[src/rtl/wb_stage_pkg.sv]
// Shared definitions for the write-back stage: load encodings, bus widths and FSM states.
package wb_stage_pkg;

    localparam int unsigned RegBus     = 32;
    localparam int unsigned RegAddrBus = 5;
    localparam logic [RegBus-1:0] ZeroWord = '0;

    localparam logic [2:0] LOAD_LB  = 3'b000;
    localparam logic [2:0] LOAD_LH  = 3'b001;
    localparam logic [2:0] LOAD_LW  = 3'b010;
    localparam logic [2:0] LOAD_LBU = 3'b100;
    localparam logic [2:0] LOAD_LHU = 3'b101;

    typedef enum logic [1:0] {
        StIdle = 2'd0,
        StWait = 2'd1,
        StDrop = 2'd2
    } wb_state_e;

endpackage

[src/rtl/wb_stage_load_align.sv]
// Combinational load alignment: selects the big-endian byte/half lane and sign/zero-extends.
module wb_stage_load_align
    import wb_stage_pkg::*;
#(
    parameter int unsigned DW = RegBus
) (
    input  logic [2:0]    op,
    input  logic [1:0]    offset,
    input  logic [DW-1:0] word,
    output logic [DW-1:0] data
);

    logic [7:0]  byte_lane;
    logic [15:0] half_lane;

    always_comb begin
        // Offset 0 is the most significant byte of the word.
        unique case (offset)
            2'd0: byte_lane = word[31:24];
            2'd1: byte_lane = word[23:16];
            2'd2: byte_lane = word[15:8];
            2'd3: byte_lane = word[7:0];
        endcase
        half_lane = offset[1] ? word[15:0] : word[31:16];

        data = word;
        case (op)
            LOAD_LB:  data = {{(DW-8){byte_lane[7]}}, byte_lane};
            LOAD_LBU: data = {{(DW-8){1'b0}}, byte_lane};
            LOAD_LH:  data = {{(DW-16){half_lane[15]}}, half_lane};
            LOAD_LHU: data = {{(DW-16){1'b0}}, half_lane};
            default:  data = word;
        endcase
    end

endmodule

[src/rtl/wb_stage.sv]
// Write-back stage: retires ALU results in one cycle and completes loads from the data memory.
// Optional combinational load-result forwarding is enabled with `define WB_LOAD_FWD_EN.
module wb_stage
    import wb_stage_pkg::*;
#(
    parameter int unsigned DW = RegBus,
    parameter int unsigned AW = RegAddrBus
) (
    input  logic          clk,
    input  logic          rst,
    input  logic          mem_valid,
    output logic          mem_ready,
    input  logic          mem_wreg,
    input  logic [AW-1:0] mem_wd,
    input  logic [DW-1:0] mem_wdata,
    input  logic          mem_is_load,
    input  logic [2:0]    mem_load_op,
    input  logic [1:0]    mem_addr_lo,
    input  logic          dmem_rvalid,
    input  logic [DW-1:0] dmem_rdata,
    input  logic          flush,
`ifdef WB_LOAD_FWD_EN
    output logic          fwd_valid,
    output logic [AW-1:0] fwd_wd,
    output logic [DW-1:0] fwd_data,
`endif
    output logic          we,
    output logic [AW-1:0] waddr,
    output logic [DW-1:0] wdata,
    output logic          ld_pend,
    output logic [AW-1:0] ld_pend_wd
);

    wb_state_e     state_q, state_d;
    logic          we_d;
    logic [AW-1:0] waddr_d;
    logic [DW-1:0] wdata_d;
    logic          ld_wreg_q, ld_wreg_d;
    logic [AW-1:0] ld_wd_q, ld_wd_d;
    logic [2:0]    ld_op_q, ld_op_d;
    logic [1:0]    ld_off_q, ld_off_d;
    logic [DW-1:0] aligned;
    logic          xfer;

    wb_stage_load_align #(
        .DW(DW)
    ) u_align (
        .op    (ld_op_q),
        .offset(ld_off_q),
        .word  (dmem_rdata),
        .data  (aligned)
    );

    assign mem_ready  = rst && (state_q == StIdle);
    assign xfer       = mem_valid && mem_ready;
    assign ld_pend    = (state_q == StWait);
    assign ld_pend_wd = ld_wd_q;

`ifdef WB_LOAD_FWD_EN
    assign fwd_valid = (state_q == StWait) && dmem_rvalid && !flush && ld_wreg_q
                       && (ld_wd_q != '0);
    assign fwd_wd    = ld_wd_q;
    assign fwd_data  = aligned;
`endif

    always_comb begin
        state_d   = state_q;
        we_d      = 1'b0;
        waddr_d   = waddr;
        wdata_d   = wdata;
        ld_wreg_d = ld_wreg_q;
        ld_wd_d   = ld_wd_q;
        ld_op_d   = ld_op_q;
        ld_off_d  = ld_off_q;
        unique case (state_q)
            StIdle: begin
                if (xfer && !flush) begin
                    if (mem_is_load) begin
                        ld_wreg_d = mem_wreg;
                        ld_wd_d   = mem_wd;
                        ld_op_d   = mem_load_op;
                        ld_off_d  = mem_addr_lo;
                        state_d   = StWait;
                    end else begin
                        we_d    = mem_wreg && (mem_wd != '0);
                        waddr_d = mem_wd;
                        wdata_d = mem_wdata;
                    end
                end
            end
            StWait: begin
                if (flush) begin
                    // The response is still owed unless it arrives in this very cycle.
                    state_d = dmem_rvalid ? StIdle : StDrop;
                end else if (dmem_rvalid) begin
                    we_d    = ld_wreg_q && (ld_wd_q != '0);
                    waddr_d = ld_wd_q;
                    wdata_d = aligned;
                    state_d = StIdle;
                end
            end
            StDrop: begin
                if (dmem_rvalid) state_d = StIdle;
            end
            default: state_d = StIdle;
        endcase
    end

    always_ff @(posedge clk or negedge rst) begin
        if (!rst) begin
            state_q   <= StIdle;
            we        <= 1'b0;
            waddr     <= '0;
            wdata     <= '0;
            ld_wreg_q <= 1'b0;
            ld_wd_q   <= '0;
            ld_op_q   <= LOAD_LW;
            ld_off_q  <= 2'd0;
        end else begin
            state_q   <= state_d;
            we        <= we_d;
            waddr     <= waddr_d;
            wdata     <= wdata_d;
            ld_wreg_q <= ld_wreg_d;
            ld_wd_q   <= ld_wd_d;
            ld_op_q   <= ld_op_d;
            ld_off_q  <= ld_off_d;
        end
    end

endmodule

[config.mk]
export PLATFORM = sky130hd
export DESIGN_NAME = wb_stage
export DESIGN_NICKNAME = d
export VERILOG_FILES = /design/src/rtl/wb_stage_pkg.sv /design/src/rtl/wb_stage_load_align.sv /design/src/rtl/wb_stage.sv
export SDC_FILE = /design/constraint.sdc
export NUM_CORES = 1
export LEC_CHECK = 0
export ABC_AREA = 0
export CELL_PAD_IN_SITES_DETAIL_PLACEMENT = 1
export CELL_PAD_IN_SITES_GLOBAL_PLACEMENT = 2
export CORE_MARGIN = 2
export CORE_UTILIZATION = 25
export CTS_BUF_LIST = sky130_fd_sc_hd__clkbuf_2
export DETAILED_ROUTE_END_ITERATION = 12
export GPL_TIMING_DRIVEN = 0
export PLACE_DENSITY = 0.79
export SLEW_MARGIN = 15
export SYNTH_ARGS = -nofsm -noshare
export SYNTH_HDL_FRONTEND = slang
export SYNTH_SLANG_ARGS = --single-unit
[constraint.sdc]
create_clock -name clk -period 2.4 [get_ports clk]
set_clock_uncertainty 0.05 [all_clocks]
set_input_delay 0.36 -clock clk [delete_from_list [all_inputs] [get_ports clk]]
set_output_delay 0.36 -clock clk [all_outputs]
set_load 0.1 [all_outputs]
==> run summary <==
The run finished, with violations left. The checks that failed: design-rule violations. The routed metal-1 wire length came out at 4.94 mm.

Setup repair after global routing left no endpoint under its margin. The number of antenna violations at the first check in global routing was 0; the setup violation total in the final timing report was 0. The number of instances in the synthesized netlist is 308, and the number of design-rule violations left by the first detailed-router iteration is 86. The logs give 3,090 for the number of global-route vias before repair and 8.65 mm for the detailed placer's ending HPWL. For the tightest slew margin relative to the limit, the log shows 34.4%. After detailed placement, the total cell area comes to 4400 µm². The floorplan step defined a die boundary enclosing 12,800 µm². Cell area power density: 1000 nW/µm². The clock passes through at most 2 buffers. The buffer type at the clock tree root was sky130_fd_sc_hd__clkbuf_2. The first detailed-routing pass took 8 iterations. Wire length of the first global-routing pass: 17.5 mm. The part of the Yosys area used for sequential elements was 43.0%.

Port buffering added 125 buffers. The top cell types in the final layout, fill and taps aside, are sky130_fd_sc_hd__clkdlybuf4s50_1, sky130_fd_sc_hd__dfrtp_1, sky130_fd_sc_hd__a21oi_1, sky130_fd_sc_hd__dlygate4sd2_1, sky130_fd_sc_hd__nand2_1. Counting every net in the synthesized netlist gives 389. The final RePlAce weighted congestion was 0.857; the register-to-register setup slack was 0.18 ns. The number of cells on the worst reg-to-reg path was 5. The critical path required time was 1.99 ns; the total number of yosys warnings was 0. The die is 113 µm wide. The upper clock frequency limit was 0.437 GHz; the via density per instance was 4.94.

The largest voltage drop on the vdd net was 0.365 mV; the area of the mapped netlist was 2970 µm². The synthesized design devotes to its leading area cell type 42.1% of total area. The floorplan has 39 rows. For this run, the post-layout net count is 522.

The launch point of the worst reg-to-reg path was ld_op_q[1]. Cells with a size suffix above 1 make up 13.3% of the layout. The worst path in the final design needs a cycle of 2.29 ns, including I/O delays and setup.

The synthesized design spends more area on one cell type than any other, namely sky130_fd_sc_hd__dfrtp_1. Clock-pin slew of the registers on the worst-case setup and hold paths: 0.29 ns. In this run the remaining antenna-violating nets after routing total 0.

The synthesized netlist contains 41 unique library cells. In this run the static leakage power is 1.87 nW. The average routed wire per standard cell was 18.9 µm. The commonest non-fill, non-tap cell in the layout is sky130_fd_sc_hd__clkdlybuf4s50_1.

The number of placed I/O pins was 126. In the routed design, unresolved DRC markers number 9. STA classifies the critical path startpoint as a primary input. Max-cap violations in this run came to 0.

The number of hold violations in the final report is 0. STA classifies the critical path endpoint as an output port. The count of final max-slew check failures is 0, and the synthesized flop and latch total is 51. The worst register-to-register path ends at wdata[24].

For the pin with the worst max-slew slack, the measured transition is 0.988 ns. The layout has 1,363 filler cells. After detailed routing, the total wire length is 11.0 mm. TritonCTS built the clock tree. For this configuration, the core starts out at a cell density of 25.8%. The routed layout has 2,891 vias. The repair_antennas step left the layout with diodes totalling 0. Dividing the final minimum period by the clock period gives 95.3%. From synthesis to final layout, the design area changed by 48.9%. The number of setup buffers added after CTS came out at 0. The worst hold-check path type was in2async. The overall power came out at 4.44 mW. TritonCTS created 5 clock buffers.

Data on the critical path arrives at its endpoint at 1.88 ns. Averaged over all synthesized cells, the footprint is 9.66 µm². The floorplan step set the die height to 113 µm. The worst setup path is of the in2out kind. The clock net in this run drives a total of 51 sinks.

For the sum of overflow across all layers after global routing, the log shows 0. The area of the placeable core was 11,500 µm². The critical path starts at rst. By area the synthesized netlist is led by sky130_fd_sc_hd__dfrtp_1, sky130_fd_sc_hd__mux2_2, sky130_fd_sc_hd__a21oi_1. The overall fraction of global-route tracks in use came out at 17.7%. The number of H-tree levels was 2. For the final instance area, the log shows 4430 µm². Wire segments on met2 add up to 5.44 mm in the final route.

Entering global routing, the biggest net connects 51 pins. The logs give 0.45 ns for the clock latency at the later pin of the worst-skew pair and 622 µm for the detailed-routed wire length on met3. Uppermost layer routed: met4. The maximum fanout along the worst path works out to 4.
[critical path, stage by stage]
cell and delay [ns]:
sky130_fd_sc_hd__dlygate4sd3_1 0.54, sky130_fd_sc_hd__buf_6 0.13, sky130_fd_sc_hd__or3b_4 0.41, sky130_fd_sc_hd__inv_1 0.09, sky130_fd_sc_hd__clkbuf_4 0.33
[how the worst max path moves through the flow]
stage                               end  slack [ns]
after floorplan           ld_pend_wd[3]        0.05
after global placement        mem_ready       -2.43
after detailed placement      mem_ready       -0.70
after CTS                     mem_ready       0.009
after global routing           wdata[7]       0.001
final                         mem_ready        0.11
[repair_timing]
action                                  4_1_cts  5_1_grt
hold endpoints to repair                     50        0
hold buffers                                  2        0
resized for setup                            56        2
endpoints found under the setup margin       45        2
[per-layer routing]
metal  GRT usage (%)  up-vias
met5               0        -
met4            3.09        0
met3            3.11        2
met2            30.5       89
met1            23.5     1424
li1                -     1376
[cell usage after synthesis, drive strengths merged]
cell / number
nand4b: 1
a22o: 2
buf: 11
clkinv: 1
o211ai: 4
a2111oi: 1
a21boi: 1
or3: 1
o31a: 3
mux2i: 20
a21o: 1
o221ai: 8
mux4: 1
nand2: 26
and2: 3
nor2: 17
a221o: 4
nand2b: 18
a21oi: 43
or3b: 3
nand3: 16
or2: 6
a31oi: 6
o31ai: 4
dfstp: 1
nor3b: 2
dfrtp: 50
mux2: 22
o32ai: 1
o21ai: 6
clkbuf: 12
or4: 2
inv: 6
nand4bb: 1
o2111ai: 1
nor2b: 3
[area by class of cell]
| cell class | instances | area [µm²] | area share (%) |
|---|---|---|---|
| clock buffer | 6 | 30.0 | 0.678 |
| tap | 143 | 179 | 4.04 |
| multi-input combinational | 227 | 1560 | 35.2 |
| buffer | 22 | 109 | 2.46 |
| clock inverter | 2 | 16.3 | 0.367 |
| inverter | 7 | 27.5 | 0.621 |
| sequential | 51 | 1280 | 28.8 |
| timing repair buffer | 127 | 1230 | 27.8 |
[cell families (layout without fill, tap and decap cells)]
| family | count (synthesis) | count (layout) | synth area share, % |
|---|---|---|---|
| AND/OR/NAND/NOR | 99 | 99 | 17.3 |
| AO/OA/AOI/OAI | 85 | 85 | 19.3 |
| buffers and inverters | 30 | 164 | 4.67 |
| flip-flops | 51 | 51 | 43.0 |
| multiplexers | 43 | 43 | 15.8 |
[report_power, final]
| part | internal, mW | total [mW] | switching (mW) |
|---|---|---|---|
| clock | 0.0800 | 0.379 | 0.299 |
| combinational | 0.635 | 2.82 | 2.18 |
| sequential | 1.10 | 1.25 | 0.150 |
| total | 1.81 | 4.44 | 2.63 |
[metrics by stage]
step / std cells / setup slack [ns] / utilization [%] / setup TNS (ns) / hold slack (ns)
6_report: 585 / 0.113 / 38.5 / 0 / 0.318
5_1_grt: 585 / 0.00121 / 38.5 / 0 / 0.248
4_1_cts: 585 / 0.00893 / 38.4 / 0 / 0.270
3_5_place_dp: 576 / -0.698 / 38.2 / -7.78 / 0.407
3_3_place_gp: 576 / -2.43 / 38.2 / -133.51 / 0.432
2_1_floorplan: 308 / 0.0541 / - / 0 / 0.0144
[registers in the layout (all words and copies together) (netlist names)]
register and cells:
we 1, state_q 2, ld_off_q 2, ld_wreg_q 1
wdata 32, ld_op_q 3, ld_pend_wd 5, waddr 5
Note: power is estimated with default switching activity, not from simulation.
